File: config.mk
export PLATFORM = sky130hd
export DESIGN_NAME = pc_sequencer_flat
export DESIGN_NICKNAME = d
export VERILOG_FILES = /design/src/rtl/pc_sequencer_if.sv /design/src/rtl/pc_sequencer.sv /design/src/flat_wrapper.sv
export SDC_FILE = /design/constraint.sdc
export NUM_CORES = 1
export LEC_CHECK = 0
export ABC_CLOCK_PERIOD_IN_PS = 1900
export CAP_MARGIN = 0
export CORE_UTILIZATION = 50
export CTS_CLUSTER_DIAMETER = 80
export CTS_CLUSTER_SIZE = 30
export DETAILED_ROUTE_END_ITERATION = 10
export PLACE_DENSITY_LB_ADDON = 0.25
export SLEW_MARGIN = 10
export SYNTH_ARGS = -nofsm -noshare
export SYNTH_HDL_FRONTEND = slang
export SYNTH_SLANG_ARGS = --single-unit
File: constraint.sdc
create_clock -name clk -period 1.9 [get_ports clk]
set_input_delay 0.38 -clock clk [delete_from_list [all_inputs] [get_ports clk]]
set_output_delay 0.38 -clock clk [all_outputs]
set_load 0.02 [all_outputs]
File: src/rtl/pc_sequencer_if.sv
// Bus bundle between the instruction-cycle sequencer and its surroundings
// (pc block, instruction memory, decode/execute datapath).
//   master : the sequencer side (takes run/handshakes/irq, drives pc controls,
//            strobes and status)
//   slave  : the environment side (pc, memory, datapath, interrupt source)
// Signals:
//   run, pc_addr, fetch_ack, exec_done, branch_en, branch_addr, resume, irq
//     -> into the sequencer
//   pc_enable, pc_jump_select, pc_jump_addr, fetch_req, decode_en, exec_en,
//   in_isr, fault, state
//     -> out of the sequencer
interface pc_sequencer_if #(
  parameter int ADDR_WIDTH = 12
);
  logic                  run;
  logic [ADDR_WIDTH-1:0] pc_addr;
  logic                  fetch_ack;
  logic                  exec_done;
  logic                  branch_en;
  logic [ADDR_WIDTH-1:0] branch_addr;
  logic                  resume;
  logic                  irq;
  logic                  pc_enable;
  logic                  pc_jump_select;
  logic [ADDR_WIDTH-1:0] pc_jump_addr;
  logic                  fetch_req;
  logic                  decode_en;
  logic                  exec_en;
  logic                  in_isr;
  logic                  fault;
  logic [2:0]            state;

  modport master (
    input  run, pc_addr, fetch_ack, exec_done, branch_en, branch_addr, resume, irq,
    output pc_enable, pc_jump_select, pc_jump_addr, fetch_req, decode_en, exec_en,
           in_isr, fault, state
  );

  modport slave (
    output run, pc_addr, fetch_ack, exec_done, branch_en, branch_addr, resume, irq,
    input  pc_enable, pc_jump_select, pc_jump_addr, fetch_req, decode_en, exec_en,
           in_isr, fault, state
  );
endinterface

File: src/rtl/pc_sequencer.sv
// Instruction-cycle controller for the program counter.
// Sequences FETCH -> DECODE -> EXECUTE -> ADVANCE, arbitrates the next-PC
// source (interrupt vector > interrupt return > branch > increment), holds
// the interrupt return address and watches FETCH for a missing fetch_ack.
// Ports:
//   clk   : system clock, rising edge
//   reset : synchronous, active-high
//   bus   : pc_sequencer_if.master (handshakes in, pc controls/strobes out)
// All outputs are registered. The strobes are loaded together with the state
// register so they always equal a decode of the current state.
module pc_sequencer #(
  parameter int                  ADDR_WIDTH    = 12,
  parameter logic [ADDR_WIDTH-1:0] IRQ_VECTOR  = 12'h800,
  parameter int                  FETCH_TIMEOUT = 16
) (
  input  logic              clk,
  input  logic              reset,
  pc_sequencer_if.master    bus
);

  typedef enum logic [2:0] {
    S_IDLE    = 3'd0,
    S_FETCH   = 3'd1,
    S_DECODE  = 3'd2,
    S_EXECUTE = 3'd3,
    S_ADVANCE = 3'd4,
    S_FAULT   = 3'd5
  } state_t;

  localparam int WCW = (FETCH_TIMEOUT > 2) ? $clog2(FETCH_TIMEOUT) : 1;
  localparam logic [WCW-1:0] WAIT_LAST = WCW'(FETCH_TIMEOUT - 1);

  state_t                state_r;
  logic [3:0]            strobe_r;      // {fetch_req, decode_en, exec_en, pc_enable}
  logic                  jump_sel_r;
  logic [ADDR_WIDTH-1:0] jump_addr_r;
  logic                  in_isr_r;
  logic                  fault_r;
  logic                  irq_pending_r;
  logic [ADDR_WIDTH-1:0] saved_pc_r;
  logic [WCW-1:0]        wait_cnt_r;
  logic                  br_r;
  logic [ADDR_WIDTH-1:0] br_addr_r;
  logic                  res_r;
  logic [ADDR_WIDTH-1:0] next_pc_s;

  // Strobe pattern belonging to each state.
  function automatic logic [3:0] strobes_for(input state_t st);
    case (st)
      S_FETCH:   return 4'b1000;
      S_DECODE:  return 4'b0100;
      S_EXECUTE: return 4'b0010;
      S_ADVANCE: return 4'b0001;
      default:   return 4'b0000;
    endcase
  endfunction

  // Address the pc would reach without an interrupt: branch target or pc+1 (wraps).
  assign next_pc_s = br_r ? br_addr_r : (bus.pc_addr + ADDR_WIDTH'(1));

  // Sequencer FSM with registered strobes, jump controls and interrupt context.
  always_ff @(posedge clk) begin
    if (reset) begin
      state_r       <= S_IDLE;
      strobe_r      <= 4'b0000;
      jump_sel_r    <= 1'b0;
      jump_addr_r   <= '0;
      in_isr_r      <= 1'b0;
      fault_r       <= 1'b0;
      irq_pending_r <= 1'b0;
      saved_pc_r    <= '0;
      wait_cnt_r    <= '0;
      br_r          <= 1'b0;
      br_addr_r     <= '0;
      res_r         <= 1'b0;
    end else begin
      case (state_r)
        S_IDLE: begin
          if (bus.run) begin
            state_r  <= S_FETCH;
            strobe_r <= strobes_for(S_FETCH);
          end else begin
            state_r  <= S_IDLE;
            strobe_r <= strobes_for(S_IDLE);
          end
        end

        S_FETCH: begin
          // An ack arriving on the last allowed cycle still wins over the timeout.
          if (bus.fetch_ack) begin
            state_r    <= S_DECODE;
            strobe_r   <= strobes_for(S_DECODE);
            wait_cnt_r <= '0;
          end else if (wait_cnt_r == WAIT_LAST) begin
            state_r    <= S_FAULT;
            strobe_r   <= strobes_for(S_FAULT);
            fault_r    <= 1'b1;
            wait_cnt_r <= '0;
          end else begin
            wait_cnt_r <= wait_cnt_r + WCW'(1);
          end
        end

        S_DECODE: begin
          state_r  <= S_EXECUTE;
          strobe_r <= strobes_for(S_EXECUTE);
        end

        S_EXECUTE: begin
          if (bus.exec_done) begin
            state_r   <= S_ADVANCE;
            strobe_r  <= strobes_for(S_ADVANCE);
            br_r      <= bus.branch_en;
            br_addr_r <= bus.branch_addr;
            res_r     <= bus.resume;
            // Jump controls are decided here so they are registered in ADVANCE.
            // An irq arriving this cycle is already pending by ADVANCE, hence the OR.
            if (bus.resume && in_isr_r) begin
              jump_sel_r  <= 1'b1;
              jump_addr_r <= saved_pc_r;
            end else if ((irq_pending_r || bus.irq) && !in_isr_r) begin
              jump_sel_r  <= 1'b1;
              jump_addr_r <= IRQ_VECTOR;
            end else if (bus.branch_en) begin
              jump_sel_r  <= 1'b1;
              jump_addr_r <= bus.branch_addr;
            end else begin
              jump_sel_r  <= 1'b0;
              jump_addr_r <= '0;
            end
          end else begin
            state_r <= S_EXECUTE;
          end
        end

        S_ADVANCE: begin
          jump_sel_r  <= 1'b0;
          jump_addr_r <= '0;
          if (res_r && in_isr_r) begin
            in_isr_r <= 1'b0;
          end else if (irq_pending_r && !in_isr_r) begin
            saved_pc_r    <= next_pc_s;
            in_isr_r      <= 1'b1;
            irq_pending_r <= 1'b0;
          end else begin
            in_isr_r <= in_isr_r;
          end
          if (bus.run) begin
            state_r  <= S_FETCH;
            strobe_r <= strobes_for(S_FETCH);
          end else begin
            state_r  <= S_IDLE;
            strobe_r <= strobes_for(S_IDLE);
          end
        end

        S_FAULT: begin
          state_r  <= S_FAULT;
          strobe_r <= strobes_for(S_FAULT);
          fault_r  <= 1'b1;
        end

        default: begin
          state_r  <= S_IDLE;
          strobe_r <= 4'b0000;
        end
      endcase

      // A new request on the entry cycle itself is kept, so it overrides the clear above.
      if (bus.irq && (state_r != S_FAULT)) begin
        irq_pending_r <= 1'b1;
      end
    end
  end

  assign bus.fetch_req      = strobe_r[3];
  assign bus.decode_en      = strobe_r[2];
  assign bus.exec_en        = strobe_r[1];
  assign bus.pc_enable      = strobe_r[0];
  assign bus.pc_jump_select = jump_sel_r;
  assign bus.pc_jump_addr   = jump_addr_r;
  assign bus.in_isr         = in_isr_r;
  assign bus.fault          = fault_r;
  assign bus.state          = state_r;

endmodule

File: src/flat_wrapper.sv
// flat-port wrapper written by rule: the top's interface ports become plain ports
module pc_sequencer_flat 
#(
  parameter int                  ADDR_WIDTH    = 12,
  parameter logic [ADDR_WIDTH-1:0] IRQ_VECTOR  = 12'h800,
  parameter int                  FETCH_TIMEOUT = 16
)
  (clk, reset, bus_run, bus_pc_addr, bus_fetch_ack, bus_exec_done, bus_branch_en, bus_branch_addr, bus_resume, bus_irq, bus_pc_enable, bus_pc_jump_select, bus_pc_jump_addr, bus_fetch_req, bus_decode_en, bus_exec_en, bus_in_isr, bus_fault, bus_state);
  pc_sequencer_if #(.ADDR_WIDTH(ADDR_WIDTH)) bus_i ();
  input  logic clk;
  input  logic reset;
  input wire logic [$bits(bus_i.run)-1:0] bus_run;
  input wire logic [$bits(bus_i.pc_addr)-1:0] bus_pc_addr;
  input wire logic [$bits(bus_i.fetch_ack)-1:0] bus_fetch_ack;
  input wire logic [$bits(bus_i.exec_done)-1:0] bus_exec_done;
  input wire logic [$bits(bus_i.branch_en)-1:0] bus_branch_en;
  input wire logic [$bits(bus_i.branch_addr)-1:0] bus_branch_addr;
  input wire logic [$bits(bus_i.resume)-1:0] bus_resume;
  input wire logic [$bits(bus_i.irq)-1:0] bus_irq;
  output wire logic [$bits(bus_i.pc_enable)-1:0] bus_pc_enable;
  output wire logic [$bits(bus_i.pc_jump_select)-1:0] bus_pc_jump_select;
  output wire logic [$bits(bus_i.pc_jump_addr)-1:0] bus_pc_jump_addr;
  output wire logic [$bits(bus_i.fetch_req)-1:0] bus_fetch_req;
  output wire logic [$bits(bus_i.decode_en)-1:0] bus_decode_en;
  output wire logic [$bits(bus_i.exec_en)-1:0] bus_exec_en;
  output wire logic [$bits(bus_i.in_isr)-1:0] bus_in_isr;
  output wire logic [$bits(bus_i.fault)-1:0] bus_fault;
  output wire logic [$bits(bus_i.state)-1:0] bus_state;
  assign bus_i.run = bus_run;
  assign bus_i.pc_addr = bus_pc_addr;
  assign bus_i.fetch_ack = bus_fetch_ack;
  assign bus_i.exec_done = bus_exec_done;
  assign bus_i.branch_en = bus_branch_en;
  assign bus_i.branch_addr = bus_branch_addr;
  assign bus_i.resume = bus_resume;
  assign bus_i.irq = bus_irq;
  assign bus_pc_enable = bus_i.pc_enable;
  assign bus_pc_jump_select = bus_i.pc_jump_select;
  assign bus_pc_jump_addr = bus_i.pc_jump_addr;
  assign bus_fetch_req = bus_i.fetch_req;
  assign bus_decode_en = bus_i.decode_en;
  assign bus_exec_en = bus_i.exec_en;
  assign bus_in_isr = bus_i.in_isr;
  assign bus_fault = bus_i.fault;
  assign bus_state = bus_i.state;
  pc_sequencer #(.ADDR_WIDTH(ADDR_WIDTH), .IRQ_VECTOR(IRQ_VECTOR), .FETCH_TIMEOUT(FETCH_TIMEOUT)) u_core (.clk(clk), .reset(reset), .bus(bus_i));
endmodule
==> out/qor.yml <==
routing:
  detail-route-antenna-nets: 0
  drtPass1Iterations: 4
  vias: 2308
  drc: 0
  wl_per_cell_um: 14.1
  vias_per_cell: 5.43
  wl_um: 5980
  first_iter_violations: 173
synth:
  avgSynthCellArea_um2: 8.46
  synth_cell_type_count: 46
  ys_seq_elements: 53
  synthArstFlopShare: 0
  synthFlopType: "dfxtp_1"
  synth_edf_count: 0
  synth_seq_area_share: 0.433
  synthesis.area_um2: 2450
  ys.warnings.count: 0
  synthCells: 290
  synth_nets: 324
run_status:
  status: "finished clean"
global_route:
  grt_pass1_wl_um: 9570
  grt_start_max_net_pins: 27
  grt_pass1_vias: 2092
  grt_overflow: 0
  track_usage: 0.238
  antenna_found_initial: 0
sta:
  worst_pin_slew_ps: 707
  slew_headroom: 0.527
  setup_tns_ps: 0
  fmax_mhz: 547
  setup_viol: 0
  drv_slew: 0
  rsz0062_at_grt: "no"
  period_share: 0.962
  min_period_ps: 1830
  skew_ps: 3.54
  hold_viol_final: 0
clocking:
  path_clk_slew_ps: 100
  cts-buffers-inserted: 5
  h-tree-depth: 2
  cts_tree: "yes"
  clock_sinks: 53
  clk_path_buf_depth: 2
  clock_latency_ps: 310
  holdBufCountCts: 0
  cts_root_buffer: "clkbuf_8"
worst_setup_path:
  r2r-start: "u_core.bus.state[0]$_SDFFE_PP0P_"
  crit_path_start_kind: "flip-flop"
  worst_setup_path_end_kind: "output pin"
  required_ps: 1520
  slowest_delay_ps: 620
  slowest_stage: "clkdlybuf4s50_1"
  path_delay_family: "buffers and inverters"
  worstPathCellList: "buf_4 -> clkdlybuf4s50_1"
  cp-startpoint: "u_core.bus.state[2]$_SDFFE_PP0P_"
  cp_data_arrival_time_ps: 1450
  critPathKind: "flip-flop to output pin"
  path_buf_inv: 2
  crit_fanout: 11
power:
  total_power_mw: 2.26
  p_int_mw: 1.69
  p_sw_mw: 0.565
  combinationalPowerShare: 0.146
  leakagePower_nw: 1.17
  swShare: 0.250
  power_frac_seq: 0.510
  ir_worst_vdd_v: 0.000435
  power_frac_clock: 0.344
  power.density_nw_per_um2: 681
place:
  io_buffers: 53
  place.gp.congestion: 0.817
  dp_hpwl_um: 4290
die:
  start_util: 0.519
  die_y_um: 72.0
  coreArea_um2: 4720
  die_area_um2: 5190
  io-pin-count: 54
  fp-row-count: 25
  die_w_um: 72.0
cells_and_area:
  fin_util: 0.703
  layout-drive-gt1-share: 0.120
  layout.nets: 391
  layout_common_cells: "clkdlybuf4s50_1 (52), dfxtp_1 (52), nand2_1 (46)"
  diodes: 0
  fill_cells: 395
  area_growth_pct: 35.3
hold_path:
  min_path_type: "flip-flop to flip-flop"
  hp-start: "u_core.br_addr_r[4]$_SDFFE_PP0P_"
job:
  cap_viol_max_count: 0
-- cell usage after synthesis, types with 2 or more instances --
master    count  share of area
a211oi_1      3         0.0092
a21oi_1      26          0.053
a22o_1       22          0.079
a22oi_1       2         0.0061
and2_1        2         0.0051
buf_2         7          0.014
clkbuf_1     12          0.018
dfxtp_1      53           0.43
ha_1          2          0.010
inv_1         2         0.0031
mux2i_1       2         0.0082
nand2_1      46          0.070
nand2b_1      4          0.010
nand3_1      13          0.027
nor2_1       19          0.029
nor2b_1       9          0.023
nor3_1       16          0.033
nor3b_1       4          0.012
nor4_1        4          0.010
o211ai_1      2         0.0061
o21a_1        5          0.015
o21ai_0       4         0.0082
o41ai_1       4          0.014
xnor2_1       5          0.018
-- flip-flops by register name (all words and copies together), names as in the netlist --
name / count
u_core.br_addr_r: 12
u_core.bus.pc_jump_addr: 12
u_core.saved_pc_r: 12
u_core.strobe_r: 4
u_core.wait_cnt_r: 4
u_core.bus.state: 3
u_core.br_r: 1
u_core.bus.fault: 1
u_core.bus.in_isr: 1
u_core.bus.pc_jump_select: 1
u_core.irq_pending_r: 1
u_core.res_r: 1
-- cells by family (layout without fill, tap and decap cells) --
kind of cell / Yosys count / count (layout) / share of synthesized area
AO/OA/AOI/OAI: 79 / 79 / 0.230
buffers and inverters: 21 / 89 / 0.0357
multiplexers: 2 / 2 / 0.00816
adder cells (fa/ha/maj): 2 / 2 / 0.0102
AND/OR/NAND/NOR: 128 / 128 / 0.265
XOR/XNOR: 5 / 5 / 0.0179
flip-flops: 53 / 53 / 0.433
-- per-layer routing --
metal | track usage | part of all wire | vias up
met5 | 0 | 0 | -
met4 | 0.0784 | 0.012 | 0
met3 | 0.0458 | 0.044 | 7
met2 | 0.378 | 0.45 | 62
met1 | 0.327 | 0.50 | 1056
li1 | - | - | 1183
-- worst paths after layout --
path | endpoint | slack [ps] | cells after the start
max | bus_state[2] | 70 | 2
min | u_core.br_addr_r[4]$_SDFFE_PP0P_ | 460 | 2
max reg2reg | u_core.saved_pc_r[11]$_SDFFE_PP0P_ | 170 | 5
min reg2reg | u_core.br_addr_r[4]$_SDFFE_PP0P_ | 460 | 2
-- cell type report --
cell class / count / area [um2] / area share
Multi-Input combinational cell: 216 / 1310 / 0.394
Sequential cell: 53 / 1060 / 0.320
Timing Repair Buffer: 79 / 741 / 0.223
Tap cell: 67 / 83.8 / 0.0253
Clock buffer: 5 / 68.8 / 0.0207
Clock inverter: 3 / 46.3 / 0.0140
Inverter: 2 / 7.51 / 0.00226
-- worst reg2reg max path: cells and delay by family, from the launching register on --
kind                   cells  cell delay, ps
AND/OR/NAND/NOR            4            1030
flip-flops                 1             400
buffers and inverters      1             180
-- per-stage QoR --
| stage | hold slack (ps) | cell area [um2] | worst slack, ps | cells |
|---|---|---|---|---|
| global placement | 438 | 3190 | -225 | 417 |
| floorplan | 431 | 2450 | 248 | 290 |
| global route | 482 | 3320 | 22.3 | 425 |
| finish | 463 | 3320 | 72.0 | 425 |
| detailed placement | 446 | 3190 | -278 | 417 |
| CTS | 463 | 3310 | 34.3 | 425 |
-- power by group through the flow --
stage	clock network, mW	logic, mW	registers (mW)
after floorplan	0	0.144	1.18
after global placement	0	0.322	1.18
after detailed placement	0	0.327	1.18
after CTS	0.787	0.329	1.15
after global routing	0.820	0.357	1.16
final	0.777	0.330	1.15
-- what timing repair did --
item	CTS	global route
resized for setup	1	2
setup buffers	0	0
pin swaps	0	0
setup endpoints to repair	11	12
No activity file was read; power rests on OpenSTA's default activity.
